File: src/rtl/timer_share_arbiter.sv
// ---------------------------------------------------------------------------
// timer_share_arbiter
//
// Purpose:
//   Shares one hardware timer between N_REQ requesters. Each requester posts
//   a one-shot delay job (prescaler, autoreload) by holding its req bit. The
//   arbiter picks a winner round-robin, programs the timer (clear, then
//   enable), waits for the timer interrupt and pulses done to the owner. The
//   owner can give up early by raising cancel or dropping req, which ends the
//   job with an aborted pulse instead. This block is the only driver of the
//   tim_* control outputs.
//
// Job sequence:  IDLE -> LOAD -> RUN -> DONE -> IDLE
//                               RUN -> ABORT -> IDLE
//                LOAD -> DONE directly when the latched autoreload is zero.
//
// Ports:
//   clk            in   system clock
//   rst            in   asynchronous active-low reset
//   req            in   [N_REQ]    level request per requester
//   prescaler_in   in   [N_REQ*W]  per-requester prescaler, slice i = [i*W +: W]
//   autoreload_in  in   [N_REQ*W]  per-requester autoreload, slice i = [i*W +: W]
//   cancel         in   [N_REQ]    abort own job while granted
//   gnt            out  [N_REQ]    one-hot owner, zero when idle
//   done           out  [N_REQ]    one-cycle pulse to owner on completion
//   aborted        out  [N_REQ]    one-cycle pulse to owner on cancel/withdraw
//   busy           out            high whenever a job is in progress
//   elapsed        out  [W]        timer count while running, else 0
//   tim_prescaler  out  [W]        timer prescaler
//   tim_autoreload out  [W]        timer autoreload
//   tim_clear      out            synchronous count clear to the timer
//   tim_enable     out            timer count enable
//   tim_mode       out            timer mode, always 0 (one-shot)
//   timer_int      in             timer reached autoreload (one-cycle pulse)
//   tim_count      in   [W]        current timer count
//
// All outputs except the constant tim_mode are registered; their next values
// are derived from the next state so every output lines up with the state it
// belongs to.
// ---------------------------------------------------------------------------
module timer_share_arbiter #(
  parameter int N_REQ = 4,
  parameter int W     = 32
) (
  input  logic               clk,
  input  logic               rst,
  input  logic [N_REQ-1:0]   req,
  input  logic [N_REQ*W-1:0] prescaler_in,
  input  logic [N_REQ*W-1:0] autoreload_in,
  input  logic [N_REQ-1:0]   cancel,
  output logic [N_REQ-1:0]   gnt,
  output logic [N_REQ-1:0]   done,
  output logic [N_REQ-1:0]   aborted,
  output logic               busy,
  output logic [W-1:0]       elapsed,
  output logic [W-1:0]       tim_prescaler,
  output logic [W-1:0]       tim_autoreload,
  output logic               tim_clear,
  output logic               tim_enable,
  output logic               tim_mode,
  input  logic               timer_int,
  input  logic [W-1:0]       tim_count
);

  localparam int IDX_W = (N_REQ > 1) ? $clog2(N_REQ) : 1;

  localparam logic [2:0] S_IDLE  = 3'd0;
  localparam logic [2:0] S_LOAD  = 3'd1;
  localparam logic [2:0] S_RUN   = 3'd2;
  localparam logic [2:0] S_DONE  = 3'd3;
  localparam logic [2:0] S_ABORT = 3'd4;

  // -------------------------------------------------------------------------
  // State and output registers
  // -------------------------------------------------------------------------
  logic [2:0]       state_q, state_d;
  logic [IDX_W-1:0] owner_q, owner_d;
  logic [IDX_W-1:0] rr_q, rr_d;
  logic [W-1:0]     tim_prescaler_q, tim_prescaler_d;
  logic [W-1:0]     tim_autoreload_q, tim_autoreload_d;
  logic [N_REQ-1:0] gnt_q, gnt_d;
  logic [N_REQ-1:0] done_q, done_d;
  logic [N_REQ-1:0] aborted_q, aborted_d;
  logic             busy_q, busy_d;
  logic [W-1:0]     elapsed_q, elapsed_d;
  logic             tim_clear_q, tim_clear_d;
  logic             tim_enable_q, tim_enable_d;

  // -------------------------------------------------------------------------
  // Unpack the flat per-requester configuration buses
  // -------------------------------------------------------------------------
  logic [W-1:0] psc_slice [N_REQ];
  logic [W-1:0] arr_slice [N_REQ];

  // One-hot form of the next owner, shared by gnt/done/aborted.
  logic [N_REQ-1:0] owner_oh_d;

  genvar gi;
  generate
    for (gi = 0; gi < N_REQ; gi++) begin : g_unpack
      assign psc_slice[gi]  = prescaler_in[gi*W +: W];
      assign arr_slice[gi]  = autoreload_in[gi*W +: W];
      assign owner_oh_d[gi] = (owner_d == IDX_W'(gi));
    end
  endgenerate

  // -------------------------------------------------------------------------
  // Round-robin pick: first set req bit at or above rr_q, wrapping around.
  // The loop walks offsets from farthest to nearest so the nearest hit is the
  // last assignment and therefore wins.
  // -------------------------------------------------------------------------
  logic [IDX_W-1:0] win_idx;
  logic             win_valid;
  logic [IDX_W:0]   arb_sum;
  logic [IDX_W-1:0] arb_cand;

  always_comb begin
    win_idx   = '0;
    win_valid = 1'b0;
    arb_sum   = '0;
    arb_cand  = '0;
    for (int off = N_REQ - 1; off >= 0; off--) begin
      arb_sum = {1'b0, rr_q} + (IDX_W+1)'(off);
      if (arb_sum >= (IDX_W+1)'(N_REQ)) begin
        arb_sum = arb_sum - (IDX_W+1)'(N_REQ);
      end
      arb_cand = arb_sum[IDX_W-1:0];
      if (req[arb_cand]) begin
        win_valid = 1'b1;
        win_idx   = arb_cand;
      end
    end
  end

  // Pointer value that places the current owner last in the next round.
  logic [IDX_W-1:0] owner_next_rr;
  assign owner_next_rr = (owner_q == IDX_W'(N_REQ - 1)) ? '0 : owner_q + IDX_W'(1);

  // -------------------------------------------------------------------------
  // Next-state logic
  // -------------------------------------------------------------------------
  always_comb begin
    state_d          = state_q;
    owner_d          = owner_q;
    rr_d             = rr_q;
    tim_prescaler_d  = tim_prescaler_q;
    tim_autoreload_d = tim_autoreload_q;

    case (state_q)
      S_IDLE: begin
        if (win_valid) begin
          state_d          = S_LOAD;
          owner_d          = win_idx;
          // The job's config is captured once here; later changes on the
          // owner's slice do not affect the running job.
          tim_prescaler_d  = psc_slice[win_idx];
          tim_autoreload_d = arr_slice[win_idx];
        end
      end

      S_LOAD: begin
        // A zero-length delay completes without ever enabling the timer.
        if (tim_autoreload_q == '0) begin
          state_d = S_DONE;
          rr_d    = owner_next_rr;
        end else begin
          state_d = S_RUN;
        end
      end

      S_RUN: begin
        // Completion takes priority over a same-cycle cancel/withdraw.
        if (timer_int) begin
          state_d = S_DONE;
          rr_d    = owner_next_rr;
        end else if (cancel[owner_q] || !req[owner_q]) begin
          state_d = S_ABORT;
          rr_d    = owner_next_rr;
        end
      end

      S_DONE, S_ABORT: begin
        state_d = S_IDLE;
      end

      default: begin
        state_d = S_IDLE;
      end
    endcase
  end

  // -------------------------------------------------------------------------
  // Registered output values, derived from the state being entered
  // -------------------------------------------------------------------------
  always_comb begin
    gnt_d        = (state_d != S_IDLE) ? owner_oh_d : '0;
    done_d       = (state_d == S_DONE) ? owner_oh_d : '0;
    aborted_d    = (state_d == S_ABORT) ? owner_oh_d : '0;
    busy_d       = (state_d != S_IDLE);
    elapsed_d    = (state_d == S_RUN) ? tim_count : '0;
    // Clear on LOAD so the job starts from zero, and on ABORT so a cancelled
    // count does not linger in the timer.
    tim_clear_d  = (state_d == S_LOAD) || (state_d == S_ABORT);
    tim_enable_d = (state_d == S_RUN);
  end

  // -------------------------------------------------------------------------
  // Sequential state
  // -------------------------------------------------------------------------
  always_ff @(posedge clk or negedge rst) begin
    if (!rst) begin
      state_q          <= S_IDLE;
      owner_q          <= '0;
      rr_q             <= '0;
      tim_prescaler_q  <= '0;
      tim_autoreload_q <= '0;
      gnt_q            <= '0;
      done_q           <= '0;
      aborted_q        <= '0;
      busy_q           <= 1'b0;
      elapsed_q        <= '0;
      tim_clear_q      <= 1'b0;
      tim_enable_q     <= 1'b0;
    end else begin
      state_q          <= state_d;
      owner_q          <= owner_d;
      rr_q             <= rr_d;
      tim_prescaler_q  <= tim_prescaler_d;
      tim_autoreload_q <= tim_autoreload_d;
      gnt_q            <= gnt_d;
      done_q           <= done_d;
      aborted_q        <= aborted_d;
      busy_q           <= busy_d;
      elapsed_q        <= elapsed_d;
      tim_clear_q      <= tim_clear_d;
      tim_enable_q     <= tim_enable_d;
    end
  end

  // -------------------------------------------------------------------------
  // Output wiring
  // -------------------------------------------------------------------------
  assign gnt            = gnt_q;
  assign done           = done_q;
  assign aborted        = aborted_q;
  assign busy           = busy_q;
  assign elapsed        = elapsed_q;
  assign tim_prescaler  = tim_prescaler_q;
  assign tim_autoreload = tim_autoreload_q;
  assign tim_clear      = tim_clear_q;
  assign tim_enable     = tim_enable_q;
  assign tim_mode       = 1'b0;

endmodule

File: config.mk
export PLATFORM = sky130hd
export DESIGN_NAME = timer_share_arbiter
export DESIGN_NICKNAME = d
export VERILOG_FILES = /design/src/rtl/timer_share_arbiter.sv
export SDC_FILE = /design/constraint.sdc
export NUM_CORES = 1
export LEC_CHECK = 0
export ABC_AREA = 1
export CAP_MARGIN = 20
export CORE_AREA = 5 5 159 161
export CTS_CLUSTER_DIAMETER = 40
export DETAILED_ROUTE_END_ITERATION = 16
export DIE_AREA = 0 0 164 166
export PLACE_DENSITY = 0.7
export SETUP_SLACK_MARGIN = 0.05
export SYNTH_ARGS = -nofsm -noshare
export SYNTH_HDL_FRONTEND = slang
export SYNTH_SLANG_ARGS = --single-unit
File: constraint.sdc
create_clock -name clk -period 1.8 [get_ports clk]
set_clock_uncertainty 0.05 [all_clocks]
set_input_delay 0.54 -clock clk [delete_from_list [all_inputs] [get_ports clk]]
set_output_delay 0.54 -clock clk [all_outputs]
set_load 0.01 [all_outputs]
Word level (Yosys, flattened, before mapping)
Index checks and enable logic that the tools add are counted.

storage, ports and cells
  bits in registers = 118
  input port bits = 299
  output and inout bits = 112
  word-level logic and storage cells = 99

cells by class
  add/sub/neg operators = 8
  magnitude comparators = 10
  equality and inequality tests = 12
  mux-type cells = 46
  bitwise logic cells = 1
  reduce and logical (&&, ||, !) cells = 10

operators with widths
  operator                                                                      number
  32-bit two-way mux                                                            5
  32-bit binary-select mux with 2-bit select                                    2
  32-bit logical NOT                                                            1
  2-bit two-way mux                                                             14
  2-bit by 3-bit less-than comparator with 1-bit output, second input constant  5
  1-bit binary-select mux with 2-bit select                                     6
  3-bit >= comparator, second input constant                                    4
  4-bit two-way mux                                                             3
  1-bit two-way mux                                                             11
  3-bit by 2-bit == test with 1-bit output, second input constant               3
  3-bit two-way mux                                                             3
  3-bit one-hot mux with 3 select lines                                         1
  2-bit by 1-bit subtractor with 2-bit output, second input constant            4
  2-bit by 2-bit adder with 3-bit output, second input constant                 2
  2-bit == test, second input constant                                          3
  3-bit by 1-bit == test with 1-bit output, second input constant               2
  2-bit one-hot mux with 2 select lines                                         1
  2-bit by 1-bit adder with 3-bit output, second input constant                 1
  3-bit == test, second input constant                                          1
  2-bit by 3-bit >= comparator with 1-bit output, second input constant         1
  3-bit logical NOT                                                             1
  3-bit != test, second input constant                                          1
  2-bit NOT with 3-bit output                                                   1
  3-bit AND reduction                                                           1
  other kinds (9)                                                               10

Longest topological paths before layout
  depth in word-level cells = 13
  mapped depth = 16
  gate-level depth less buffers = 13

Worst setup path before layout
No wires, ideal clock.

  path type = input to register
  from = input port req[2]
  to = register tim_autoreload_q[14] (netlist: tim_autoreload[14])
  setup time = 0.066 ns
  arrival = 1.828 ns
  required time = 1.684 ns
  slack = -0.143 ns
  stages on the path = 12
  path buffers = 1
  cell sequence = inv_1 -> o21ai_0 -> nand2_1 -> nand2_1 -> inv_2 -> nand2_1 -> o21a_1 -> clkbuf_1 -> nand3_1 -> nand2_1 -> nand2_1 -> nand2_1

on the way
  longest elaborated chain between the ends = 10
  elaborated cells between the ends (all ways) = 21
  classes of those cells = mux: 19; bitwise: 1; reduce/logical: 1

ends and longest elaborated chain
  element                                                 line  RTL
  start: declaration                                      47    input logic [N_REQ-1:0] req,
  1-bit binary-select mux with 2-bit select               128   if (req[arb_cand]) begin
  1-bit two-way mux (implied by the code)                 128
  2-bit two-way mux (4 in series)                         128
  2-bit NOT with 3-bit output (implied by the code)       157   tim_autoreload_d = arr_slice[win_idx];
  32-bit binary-select mux with 2-bit select              157
  32-bit two-way mux (implied by the code) (2 in series)  157
  end signal: assignment                                  229   tim_autoreload_q <= tim_autoreload_d;
  end: declaration                                        80    logic [W-1:0] tim_autoreload_q, tim_autoreload_d;

Several ways; a longest one is shown, not always the timed one. The select of a mux whose other input is x is not followed.
A chain may end at the register's enable or synchronous reset.

Final worst setup path
  from = register rr_q[0]
  to = register tim_prescaler_q[14] (netlist: tim_prescaler[14])

on the way
  longest elaborated chain between the ends = 13
  elaborated cells between the ends (all ways) = 36
  classes of those cells = add/sub: 7; order compare: 4; mux: 23; bitwise: 1; reduce/logical: 1

ends and longest elaborated chain
  element                                                                                    line      RTL
  start: declaration                                                                         78        logic [IDX_W-1:0] rr_q, rr_d;
  start signal: assignment                                                                   227       rr_q <= rr_d;
  2-bit by 2-bit adder with 3-bit output                                                     123       arb_sum = {1'b0, rr_q} + (IDX_W+1)'(off);
  3-bit >= comparator / 2-bit by 1-bit subtractor with 2-bit output (equally long branches)  124, 125
  2-bit two-way mux                                                                          124       if (arb_sum >= (IDX_W+1)'(N_REQ)) begin
  1-bit binary-select mux with 2-bit select                                                  128
  1-bit two-way mux (implied by the code)                                                    128
  2-bit two-way mux (4 in series)                                                            128
  2-bit NOT with 3-bit output (implied by the code)                                          156       tim_prescaler_d = psc_slice[win_idx];
  32-bit binary-select mux with 2-bit select                                                 156
  32-bit two-way mux (implied by the code) (2 in series)                                     156
  end signal: assignment                                                                     228       tim_prescaler_q <= tim_prescaler_d;
  end: declaration                                                                           79        logic [W-1:0] tim_prescaler_q, tim_prescaler_d;

Several ways; a longest one is shown, not always the timed one. The select of a mux whose other input is x is not followed.

==> flow_summary.toml <==
[worst_setup_path]
startpoint_type = "register"
arrival_ns = 2.41
crit_type = "reg2reg"
crit_path_end_kind = "register"
cp_data_required_time_ns = 2.04
crit_path_max_fanout = 7

[floorplan]
start_util_pct = 31.09
dieArea_mm2 = 0.02722
pin_count = 411
die_y_um = 166
core_mm2 = 0.02382
rows = 57
die_x_um = 164

[cts]
cts_buffers = 17
cts_hold_buf = 0
clk_latency_ns = 0.42
cts_max_path_buffers = 2
clkTransAtPathRegs_ns = 0.07
root_buffer = "clkbuf_16"
cts_tree = "yes"
cts-htree-levels = 4
cts.sinks = 118

[synth]
yosysMostFrequentCell = "nand2_1"
synth_mux_area_share_pct = 0
synthXorXnorAreaFrac_pct = 0.1183
yosys-top-cells-count = "nand2_1, inv_1, nand3_1"
synth_top_cell_by_area = "dfrtp_1"
synth_fa_ha_area_share_pct = 0.1689
yosys_warnings = 0
ys_ff_latch = 118
syn_nets = 1423
synth_cell_types = 33
synth_area_leaders = "dfrtp_1, nand2_1, nand3_1"
synth_compound_area_share_pct = 4.595
synth_edf_count = 0
syn_avg_cell_area_um2 = 6.595
yosysSeqAreaShare_pct = 39.87
synthesis.area_mm2 = 0.007406
synth_top_family_by_area = "simple AND/OR/NAND/NOR gates"
syn_inst = 1123
ys.flop_type = "dfrtp_1"
async_reset_ff_share_pct = 100.0
synth_simple_gate_area_share_pct = 38.23
synth_top_area_share_pct = 39.87

[layout]
final_layout_size_suffix_gt1_share_pct = 21.26
area_delta_synth_final_pct = 94.20
fin_util_pct = 60.38
n_fill_cell = 2121
finalNetCount = 1933

[pwr]
power.leakage_nw = 7.534
p_total_mw = 26.97
powerDensity_mw_per_mm2 = 1875
ir_drop_mv = 0.8217

[grt]
antenna_found_initial = 3
overflow = 0
grt_max_degree = 49
grt_pass1_wl_mm = 49.10
grt_pass1_vias = 9026
track_usage_pct = 23.14

[route]
drcViolationCount = 0
drtIter0Drc = 437
ant_nets = 0
routedWlPerCell_um = 17.30
first_pass_iters = 5
viasPerCell = 4.682
wirelength_mm = 34.10
route.vias.total = 9229

[sta]
slew_viol_final = 0
final.setup.tns_ns = -26.54
rsz0062_at_grt = "yes"
period_share_pct = 120.9
period_needed_ns = 2.175
fmax_mhz = 459.7
hold_violations = 0
fin_ws_ns = -0.3755
setup_viol = 109

[place]
place.gp.congestion = 0.9101
portBuffers = 409
hpwl_mm = 24.43

[min_path]
hold_path.class = "in2async"

[run]
maxCapViolations = 0

[outcome]
violations = "setup timing"
outcome = "complete, but fails checks"
-- cells in the final DEF (no fill, tap or decap), drive strengths merged, types with 3 or more instances in the layout --
master / Yosys / routed
nand2: 326 / 328
clkdlybuf4s50: 0 / 292
inv: 247 / 249
nand3: 199 / 199
buf: 33 / 155
dfrtp: 118 / 118
dlygate4sd2: 0 / 83
nor2: 72 / 72
or2: 34 / 34
clkbuf: 28 / 34
o211ai: 33 / 33
o21ai: 8 / 8
nand4: 7 / 7
clkdlybuf4s15: 0 / 6
clkinv: 0 / 5
nor4: 4 / 4
nor3: 4 / 4
clkinvlp: 0 / 3
a21oi: 3 / 3
-- stage by stage --
stage | hold WS (ns) | instance area [um2] | worst slack [ns] | std cells
after floorplan | 0.1944 | 7512 | -0.03740 | 1123
after global placement | 0.4136 | 12500 | -1.012 | 1884
after detailed placement | 0.4151 | 12500 | -1.035 | 1884
after CTS | 0.03802 | 13770 | -0.3199 | 1961
after global routing | 0.04500 | 14380 | -0.4893 | 1971
final | 0.02984 | 14380 | -0.3755 | 1971
-- kinds of logic after synthesis --
| family | Yosys count |
|---|---|
| AND/OR/NAND/NOR | 646 |
| buffers and inverters | 308 |
| flip-flops | 118 |
| AO/OA/AOI/OAI | 48 |
| XOR/XNOR | 1 |
| adder cells (fa/ha/maj) | 1 |
| other | 1 |
-- state kept, by name, indices dropped and copies added (netlist names) --
register        count
aborted             4
busy                1
done                4
elapsed            32
gnt                 4
owner_q             2
rr_q                2
state_q             3
tim_autoreload     32
tim_clear           1
tim_enable          1
tim_prescaler      32
-- routing by layer --
metal  up-vias  global-route usage (%)  share of wire (%)
met2       446                   41.81                 51
met5         -                       0              0.073
met1      4275                   26.04                 37
met4         4                   6.856                2.6
met3        68                   6.974                9.3
li1       4436                       -                  -
-- critical path, cell delays in order, from the launching register on --
cell and delay, ns:
dfrtp_2 0.42, buf_6 0.14, buf_6 0.11, xnor2_2 0.12, nand2_2 0.11, nand3_4 0.11
nand3_4 0.16, buf_12 0.15, nand2_8 0.10, clkbuf_16 0.18, or2_1 0.20, nand3_1 0.09
nand3_1 0.08
-- power breakdown --
part           switching [mW]  internal [mW]
Sequential              0.748           3.90
Combinational            10.2           8.71
Clock                    1.35           2.03
-- final timing paths --
check	cells after the start	endpoint	slack, ns	from
max in group asynchronous	2	tim_autoreload[23]	1.14	rst
worst max register to register	12	tim_prescaler[14]	-0.38	rr_q[0]
worst min register to register	2	tim_prescaler[13]	0.42	tim_prescaler[13]
min in group clk	2	tim_prescaler[13]	0.42	tim_prescaler[13]
worst min-delay path	1	tim_prescaler[26]	0.03	rst
worst max-delay path	12	tim_prescaler[14]	-0.38	rr_q[0]
-- area by class of cell --
cell class / count / area (um2) / share of cell area [%]
multi-input combinational: 699 / 3938 / 27.38
clock inverter: 11 / 115.1 / 0.8003
antenna: 1 / 2.502 / 0.01740
clock buffer: 21 / 470.5 / 3.271
sequential: 118 / 2959 / 20.57
tap: 324 / 405.4 / 2.819
inverter: 247 / 955.9 / 6.646
timing repair buffer: 550 / 5537 / 38.50
-- timing repair --
action | 4_1_cts | 5_1_grt
gates cloned | 8 | 7
pin swaps | 35 | 40
gates resized for setup | 301 | 141
buffers inserted | 39 | 9
setup endpoints to repair | 227 | 127
Note: power is estimated with default switching activity, not from simulation.
